$ cat config.mk
export PLATFORM = sky130hd
export DESIGN_NAME = dmem_ctrl
export DESIGN_NICKNAME = d
export VERILOG_FILES = /design/src/rtl/dmem_pkg.sv /design/src/rtl/dmem_ctrl_arbiter.sv /design/src/rtl/dmem_ctrl.sv
export SDC_FILE = /design/constraint.sdc
export NUM_CORES = 1
export LEC_CHECK = 0
export BUFFER_PORTS_ARGS = -buffer_cell sky130_fd_sc_hd__buf_4
export CAP_MARGIN = 20
export CORE_MARGIN = 2
export CORE_UTILIZATION = 42
export DETAILED_ROUTE_END_ITERATION = 8
export PLACE_DENSITY = 0.89
export SYNTH_ARGS = -nofsm -noshare
export SYNTH_HDL_FRONTEND = slang
export SYNTH_SLANG_ARGS = --single-unit
$ cat constraint.sdc
create_clock -name clk -period 1.65 [get_ports clk]
set_clock_uncertainty 0.05 [all_clocks]
set_input_delay 0.2475 -clock clk [delete_from_list [all_inputs] [get_ports clk]]
set_output_delay 0.2475 -clock clk [all_outputs]
set_load 0.01 [all_outputs]
$ cat src/rtl/dmem_pkg.sv
// Shared definitions for the data memory controller.
//   - size encodings (funct3 style) for load/store requests
//   - FSM state encoding for the controller sequencer
//   - default memory size in bytes
//   - helpers for request legality and load-result extension
package dmem_pkg;

    localparam int MEM_BYTES_DEFAULT = 16384;

    localparam logic [2:0] SZ_B  = 3'b000;
    localparam logic [2:0] SZ_H  = 3'b001;
    localparam logic [2:0] SZ_W  = 3'b010;
    localparam logic [2:0] SZ_BU = 3'b100;
    localparam logic [2:0] SZ_HU = 3'b101;

    typedef enum logic [1:0] {
        IDLE,
        RD,
        WR,
        RESP
    } state_t;

    // Stores only accept signed-style sizes; loads also accept the unsigned forms.
    function automatic logic size_ok(input logic write, input logic [2:0] size);
        logic ok;
        case (size)
            SZ_B, SZ_H, SZ_W: ok = 1'b1;
            SZ_BU, SZ_HU:     ok = !write;
            default:          ok = 1'b0;
        endcase
        return ok;
    endfunction

    function automatic logic [31:0] load_extend(input logic [31:0] word, input logic [2:0] size);
        logic [31:0] res;
        case (size)
            SZ_B:    res = {{24{word[7]}}, word[7:0]};
            SZ_H:    res = {{16{word[15]}}, word[15:0]};
            SZ_BU:   res = {24'd0, word[7:0]};
            SZ_HU:   res = {16'd0, word[15:0]};
            default: res = word;
        endcase
        return res;
    endfunction

endpackage

$ cat src/rtl/dmem_ctrl_arbiter.sv
// Two-requester arbiter for the data memory controller (module dmem_rr_arbiter).
// Ports:
//   clk, rst_n, accept  - only present with DMEM_CTRL_RR_EN (pointer update)
//   req[1:0]            - request lines, bit n = port n
//   grant[1:0]          - one-hot grant (zero when nothing requested)
// Configuration macro DMEM_CTRL_RR_EN:
//   defined   - round-robin; pointer holds last granted port, reset to port 1
//   undefined - fixed priority, port 0 always wins, no state
module dmem_rr_arbiter (
`ifdef DMEM_CTRL_RR_EN
    input  logic       clk,
    input  logic       rst_n,
    input  logic       accept,
`endif
    input  logic [1:0] req,
    output logic [1:0] grant
);

`ifdef DMEM_CTRL_RR_EN
    logic last_port;

    // Pointer resets to port 1 so that port 0 wins the very first tie.
    always_ff @(posedge clk or negedge rst_n) begin
        if (!rst_n) begin
            last_port <= 1'b1;
        end else if (accept) begin
            last_port <= grant[1];
        end
    end

    // On a tie the port that was not granted last time wins.
    always_comb begin
        grant = req;
        if (req == 2'b11) begin
            grant = last_port ? 2'b01 : 2'b10;
        end
    end
`else
    assign grant = {req[1] & ~req[0], req[0]};
`endif

endmodule

$ cat src/rtl/dmem_ctrl.sv
// Data memory sequencing controller and two-port arbiter.
// Accepts load/store requests from port 0 (core LSU) and port 1 (debug/DMA),
// issues word-wide memory accesses, turns sub-word stores into
// read-modify-write, size-extends load data, and flags illegal requests.
// Ports:
//   clk, rst_n                        - clock, async active-low reset
//   pN_valid/ready/addr/wdata/write/size - request handshake and fields
//   pN_rvalid                         - one-cycle completion pulse per port
//   rdata, rerr                       - shared completion data / error flag
//   mem_addr, mem_wdata, mem_write    - memory command (decoded from state)
//   mem_rdata                         - registered memory read data
// Configuration macro DMEM_CTRL_RR_EN selects round-robin arbitration
// (default build: fixed priority to port 0).
module dmem_ctrl
    import dmem_pkg::*;
#(
    parameter int MEM_BYTES = MEM_BYTES_DEFAULT
) (
    input  logic        clk,
    input  logic        rst_n,
    input  logic        p0_valid,
    output logic        p0_ready,
    input  logic [31:0] p0_addr,
    input  logic [31:0] p0_wdata,
    input  logic        p0_write,
    input  logic [2:0]  p0_size,
    output logic        p0_rvalid,
    input  logic        p1_valid,
    output logic        p1_ready,
    input  logic [31:0] p1_addr,
    input  logic [31:0] p1_wdata,
    input  logic        p1_write,
    input  logic [2:0]  p1_size,
    output logic        p1_rvalid,
    output logic [31:0] rdata,
    output logic        rerr,
    output logic [31:0] mem_addr,
    output logic [31:0] mem_wdata,
    output logic        mem_write,
    input  logic [31:0] mem_rdata
);

    localparam logic [32:0] ADDR_LIMIT = 33'(MEM_BYTES);

    state_t      state_q, state_d;
    logic [1:0]  grant;
    logic        take;
    logic [31:0] sel_addr, sel_wdata;
    logic        sel_write;
    logic [2:0]  sel_size;
    logic        sel_err;
    logic [31:0] addr_q, wdata_q;
    logic        write_q, err_q, port_q;
    logic [2:0]  size_q;

    dmem_rr_arbiter u_arb (
`ifdef DMEM_CTRL_RR_EN
        .clk    (clk),
        .rst_n  (rst_n),
        .accept (take),
`endif
        .req    ({p1_valid, p0_valid}),
        .grant  (grant)
    );

    assign take      = (state_q == IDLE) && (grant != 2'b00);
    assign sel_addr  = grant[1] ? p1_addr  : p0_addr;
    assign sel_wdata = grant[1] ? p1_wdata : p0_wdata;
    assign sel_write = grant[1] ? p1_write : p0_write;
    assign sel_size  = grant[1] ? p1_size  : p0_size;

    // Range check in 33 bits so addresses near 2^32 cannot wrap into range.
    assign sel_err = !size_ok(sel_write, sel_size) ||
                     (({1'b0, sel_addr} + 33'd4) > ADDR_LIMIT);

    // State register plus the request fields captured on the accept edge.
    always_ff @(posedge clk or negedge rst_n) begin
        if (!rst_n) begin
            state_q <= IDLE;
            addr_q  <= '0;
            wdata_q <= '0;
            write_q <= 1'b0;
            size_q  <= '0;
            err_q   <= 1'b0;
            port_q  <= 1'b0;
        end else begin
            state_q <= state_d;
            if (take) begin
                addr_q  <= sel_addr;
                wdata_q <= sel_wdata;
                write_q <= sel_write;
                size_q  <= sel_size;
                err_q   <= sel_err;
                port_q  <= grant[1];
            end
        end
    end

    // All outputs are decoded from state so reset clears them at once.
    // Sub-word stores read in RD; mem_rdata then holds the old word during WR.
    always_comb begin
        state_d   = state_q;
        p0_ready  = 1'b0;
        p1_ready  = 1'b0;
        p0_rvalid = 1'b0;
        p1_rvalid = 1'b0;
        rdata     = '0;
        rerr      = 1'b0;
        mem_addr  = '0;
        mem_wdata = '0;
        mem_write = 1'b0;
        case (state_q)
            IDLE: begin
                p0_ready = grant[0];
                p1_ready = grant[1];
                if (take) begin
                    if (sel_err) begin
                        state_d = RESP;
                    end else if (sel_write && (sel_size == SZ_W)) begin
                        state_d = WR;
                    end else begin
                        state_d = RD;
                    end
                end
            end
            RD: begin
                mem_addr = addr_q;
                state_d  = write_q ? WR : RESP;
            end
            WR: begin
                mem_addr  = addr_q;
                mem_write = 1'b1;
                case (size_q)
                    SZ_B:    mem_wdata = {mem_rdata[31:8], wdata_q[7:0]};
                    SZ_H:    mem_wdata = {mem_rdata[31:16], wdata_q[15:0]};
                    default: mem_wdata = wdata_q;
                endcase
                state_d = RESP;
            end
            RESP: begin
                p0_rvalid = !port_q;
                p1_rvalid = port_q;
                rerr      = err_q;
                if (!write_q && !err_q) begin
                    rdata = load_extend(mem_rdata, size_q);
                end
                state_d = IDLE;
            end
            default: state_d = IDLE;
        endcase
    end

endmodule

==> results.sh <==
export IMPL_grt_pass1_vias=6045
export IMPL_r2r_end="state_q[0]"
export IMPL_vias=6819
export IMPL_num_io_pins=274
export IMPL_ys_flop_type="dfrtp_1"
export IMPL_die_w_um=116
export IMPL_finalPower_mw=15.6
export IMPL_pre_cts_ws_ps=-800
export IMPL_ir_drop_mv=1.29
export IMPL_layout_commonest_cell="buf_4"
export IMPL_syn_to_final_growth_pct=91.3
export IMPL_leakagePower_nw=5.02
export IMPL_p_sw_share_pct=38.2
export IMPL_gr_total_overflow=0
export IMPL_floorplan_initialDensity_pct=43.4
export IMPL_fin_cells=1202
export IMPL_synth_seq_cells=72
export IMPL_fin_nets=1205
export IMPL_io_buffers=273
export IMPL_status="finished, violations left"
export IMPL_antenna_left=0
export IMPL_p_switching_mw=5.96
export IMPL_cp_required_ps=1350
export IMPL_start_kind="flip-flop"
export IMPL_cp_slowest_cell="dfrtp_1"
export IMPL_violations="negative setup slack"
export IMPL_grtUsageMet1_pct=33.0
export IMPL_post_place_cells=1150
export IMPL_yosys_warnings=0
export IMPL_synth_edff_count=0
export IMPL_syn_instance_count=652
export IMPL_arrival_ps=1730
export IMPL_power_share_combinational_pct=63.6
export IMPL_core_area_sq_um=12100
export IMPL_clkLatencyLatePin_ps=350
export IMPL_slew_violations=0
export IMPL_layout_setup_ws_ps=-380
export IMPL_async_flop_share_pct=100
export IMPL_cts_buffers=9
export IMPL_p_seq_share_pct=20.5
export IMPL_slew_headroom_pct=73.4
export IMPL_crit_path_end_kind="primary output"
export IMPL_wl_per_cell_um=20.3
export IMPL_cts_sinks=72
export IMPL_p_clk_share_pct=16.0
export IMPL_met3_usage_pct=6.59
export IMPL_nFillCells=690
export IMPL_power_density_nw_per_um2=1550
export IMPL_vias_per_cell=5.67
export IMPL_root_buffer="clkbuf_16"
export IMPL_worst_pin_slew_ps=388
export IMPL_whs_ps=128
export IMPL_synth_area_sq_um=5250
export IMPL_rsz0062_at_grt="true"
export IMPL_track_usage_pct=29.2
export IMPL_syn_num_nets=828
export IMPL_hold_viol=0
export IMPL_r2r_cells=8
export IMPL_syn_area_per_cell_sq_um=8.06
export IMPL_dieArea_sq_um=13400
export IMPL_routed_wl_mm=24.4
export IMPL_cts_htree_levels=3
export IMPL_drv_cap=0
export IMPL_routabilityCongestion=0.957
export IMPL_ys_seq_area_share_pct=34.3
export IMPL_grt_pass1_wl_mm=30.3
export IMPL_synth_cell_types=56
export IMPL_rows=40
export IMPL_hp_class="input pin to flip-flop"
export IMPL_drt_first_pass_iters=5
export IMPL_critPathKind="flip-flop to primary output"
export IMPL_crit_path_end="rdata[27]"
export IMPL_rr_startpoint="state_q[0]"
export IMPL_antenna_found_initial=0
export IMPL_clk_pin_slew_ps=60
export IMPL_crit_start="size_q[0]"
export IMPL_grt_use_met2_pct=53.4
export IMPL_die_h_um=116
export IMPL_dp_hpwl_mm=14.9
export IMPL_critPathMaxStageDelay_ps=420
export IMPL_path_max_fanout=7
export IMPL_first_iter_violations=578
export IMPL_antenna_cells=0
export IMPL_cts_tree="yes"
export IMPL_setup_viol=107
export IMPL_final_cell_mix="buf_4, nand2_1, dfrtp_1"
export IMPL_maxClockFrequency_mhz=493
export IMPL_fin_crit_sh_pct=123
export IMPL_period_minus_slack_ps=2030
export IMPL_cts_path_max_buffers=2
export IMPL_drive_gt1_share_pct=56.1
export IMPL_grt_max_degree=61
export IMPL_drc=0
export IMPL_power_internal_mw=9.66
export IMPL_busiest_layer="met2"
export IMPL_rrSetupSlack_ps=-150
export IMPL_crit_path_cell_trace="mux2i_1 > nor2_2 > o21bai_4 > clkbuf_16 > a21oi_2 > buf_4"
metal layers:
metal / vias up / share of wire [%] / routed length, um
met4: 0 / 4.9 / 1210
met3: 110 / 7.5 / 1840
met5: - / 0 / 0
li1: 3035 / - / -
met2: 420 / 51 / 12600
met1: 3254 / 36 / 8820
per-stage QoR:
step           utilization [%]  setup TNS (ps)  cell area (sq um)
5_1_grt                   83.0          -36080              10000
3_5_place_dp              68.8           -3650               8330
6_report                  83.0          -29860              10000
2_1_floorplan                -           -1270               5420
4_1_cts                   75.1          -25570               9090
3_3_place_gp              68.8           -2400               8330
sequential cells by signal (all words and copies together), names as in the netlist:
signal / count
state_q: 2
addr_q: 32
write_q: 1
size_q: 3
port_q: 1
err_q: 1
wdata_q: 32
synth_stat cells, drive strengths merged, types with 6 or more instances:
cell type | instances | area share (%)
nor3 | 13 | 1.2
nand3 | 11 | 1.1
a31oi | 8 | 0.95
a21boi | 26 | 3.7
clkbuf | 29 | 2.1
and3 | 10 | 1.2
nor4 | 6 | 1.0
mux2i | 70 | 14
nand2 | 145 | 10
o21ai | 70 | 6.7
a21oi | 34 | 3.2
nor2 | 10 | 0.71
buf | 15 | 1.9
nand4 | 6 | 0.71
and2 | 43 | 5.1
mux2 | 7 | 1.5
dfrtp | 72 | 34
inv | 24 | 1.7
power groups by stage:
| stage | Sequential [mW] | Combinational, mW | Clock (mW) |
|---|---|---|---|
| floorplan | 2.96 | 3.34 | 0 |
| global placement | 3.03 | 6.29 | 0 |
| detailed placement | 3.08 | 6.43 | 0 |
| CTS | 3.08 | 7.09 | 2.49 |
| global route | 3.27 | 10.4 | 2.60 |
| finish | 3.19 | 9.93 | 2.49 |
cells by family (layout without fill, tap and decap cells):
family | after synthesis | in the layout | synth area share, %
buffers and inverters | 68 | 448 | 5.69
multiplexers | 77 | 77 | 15.1
flip-flops | 72 | 72 | 34.3
adder cells (fa/ha/maj) | 4 | 4 | 0.953
AO/OA/AOI/OAI | 160 | 160 | 18.2
XOR/XNOR | 1 | 1 | 0.167
AND/OR/NAND/NOR | 270 | 272 | 25.6
how the worst min path moves through the flow:
| stage | slack, ps | depth (start not counted) | endpoint | start |
|---|---|---|---|---|
| 2_1_floorplan | -100 | 0 | addr_q[0] | rst_n |
| 5_1_grt | 120 | 3 | wdata_q[3] | p1_wdata[3] |
| 4_1_cts | 130 | 3 | wdata_q[24] | p1_wdata[24] |
| 3_5_place_dp | 150 | 1 | addr_q[3] | rst_n |
| 6_report | 130 | 3 | wdata_q[3] | p1_wdata[3] |
| 3_3_place_gp | 150 | 1 | addr_q[3] | rst_n |
area by class of cell:
class / instances / area (sq um) / area share, %
multi-input combinational: 514 / 3830 / 38.1
timing repair buffer: 408 / 3750 / 37.3
sequential: 72 / 1800 / 17.9
clock buffer: 11 / 243 / 2.42
tap: 168 / 210 / 2.09
clock inverter: 5 / 128 / 1.27
inverter: 24 / 90.1 / 0.897
worst max-delay path: cells and delay by family (launching register included):
kind	cells	cell delay, ps
flops	1	420
buf+inv	2	360
mux	1	280
compound gates	2	250
simple gates	1	80
timing repair:
action / CTS / global route
hold endpoints to repair: 22 / 0
gates cloned: 5 / 11
buffers inserted: 8 / 11
endpoints found under the setup margin: 105 / 115
pin swaps: 27 / 10
hold buffers: 1 / 0
resized for setup: 60 / 180
(Power assumes the default switching activity.)
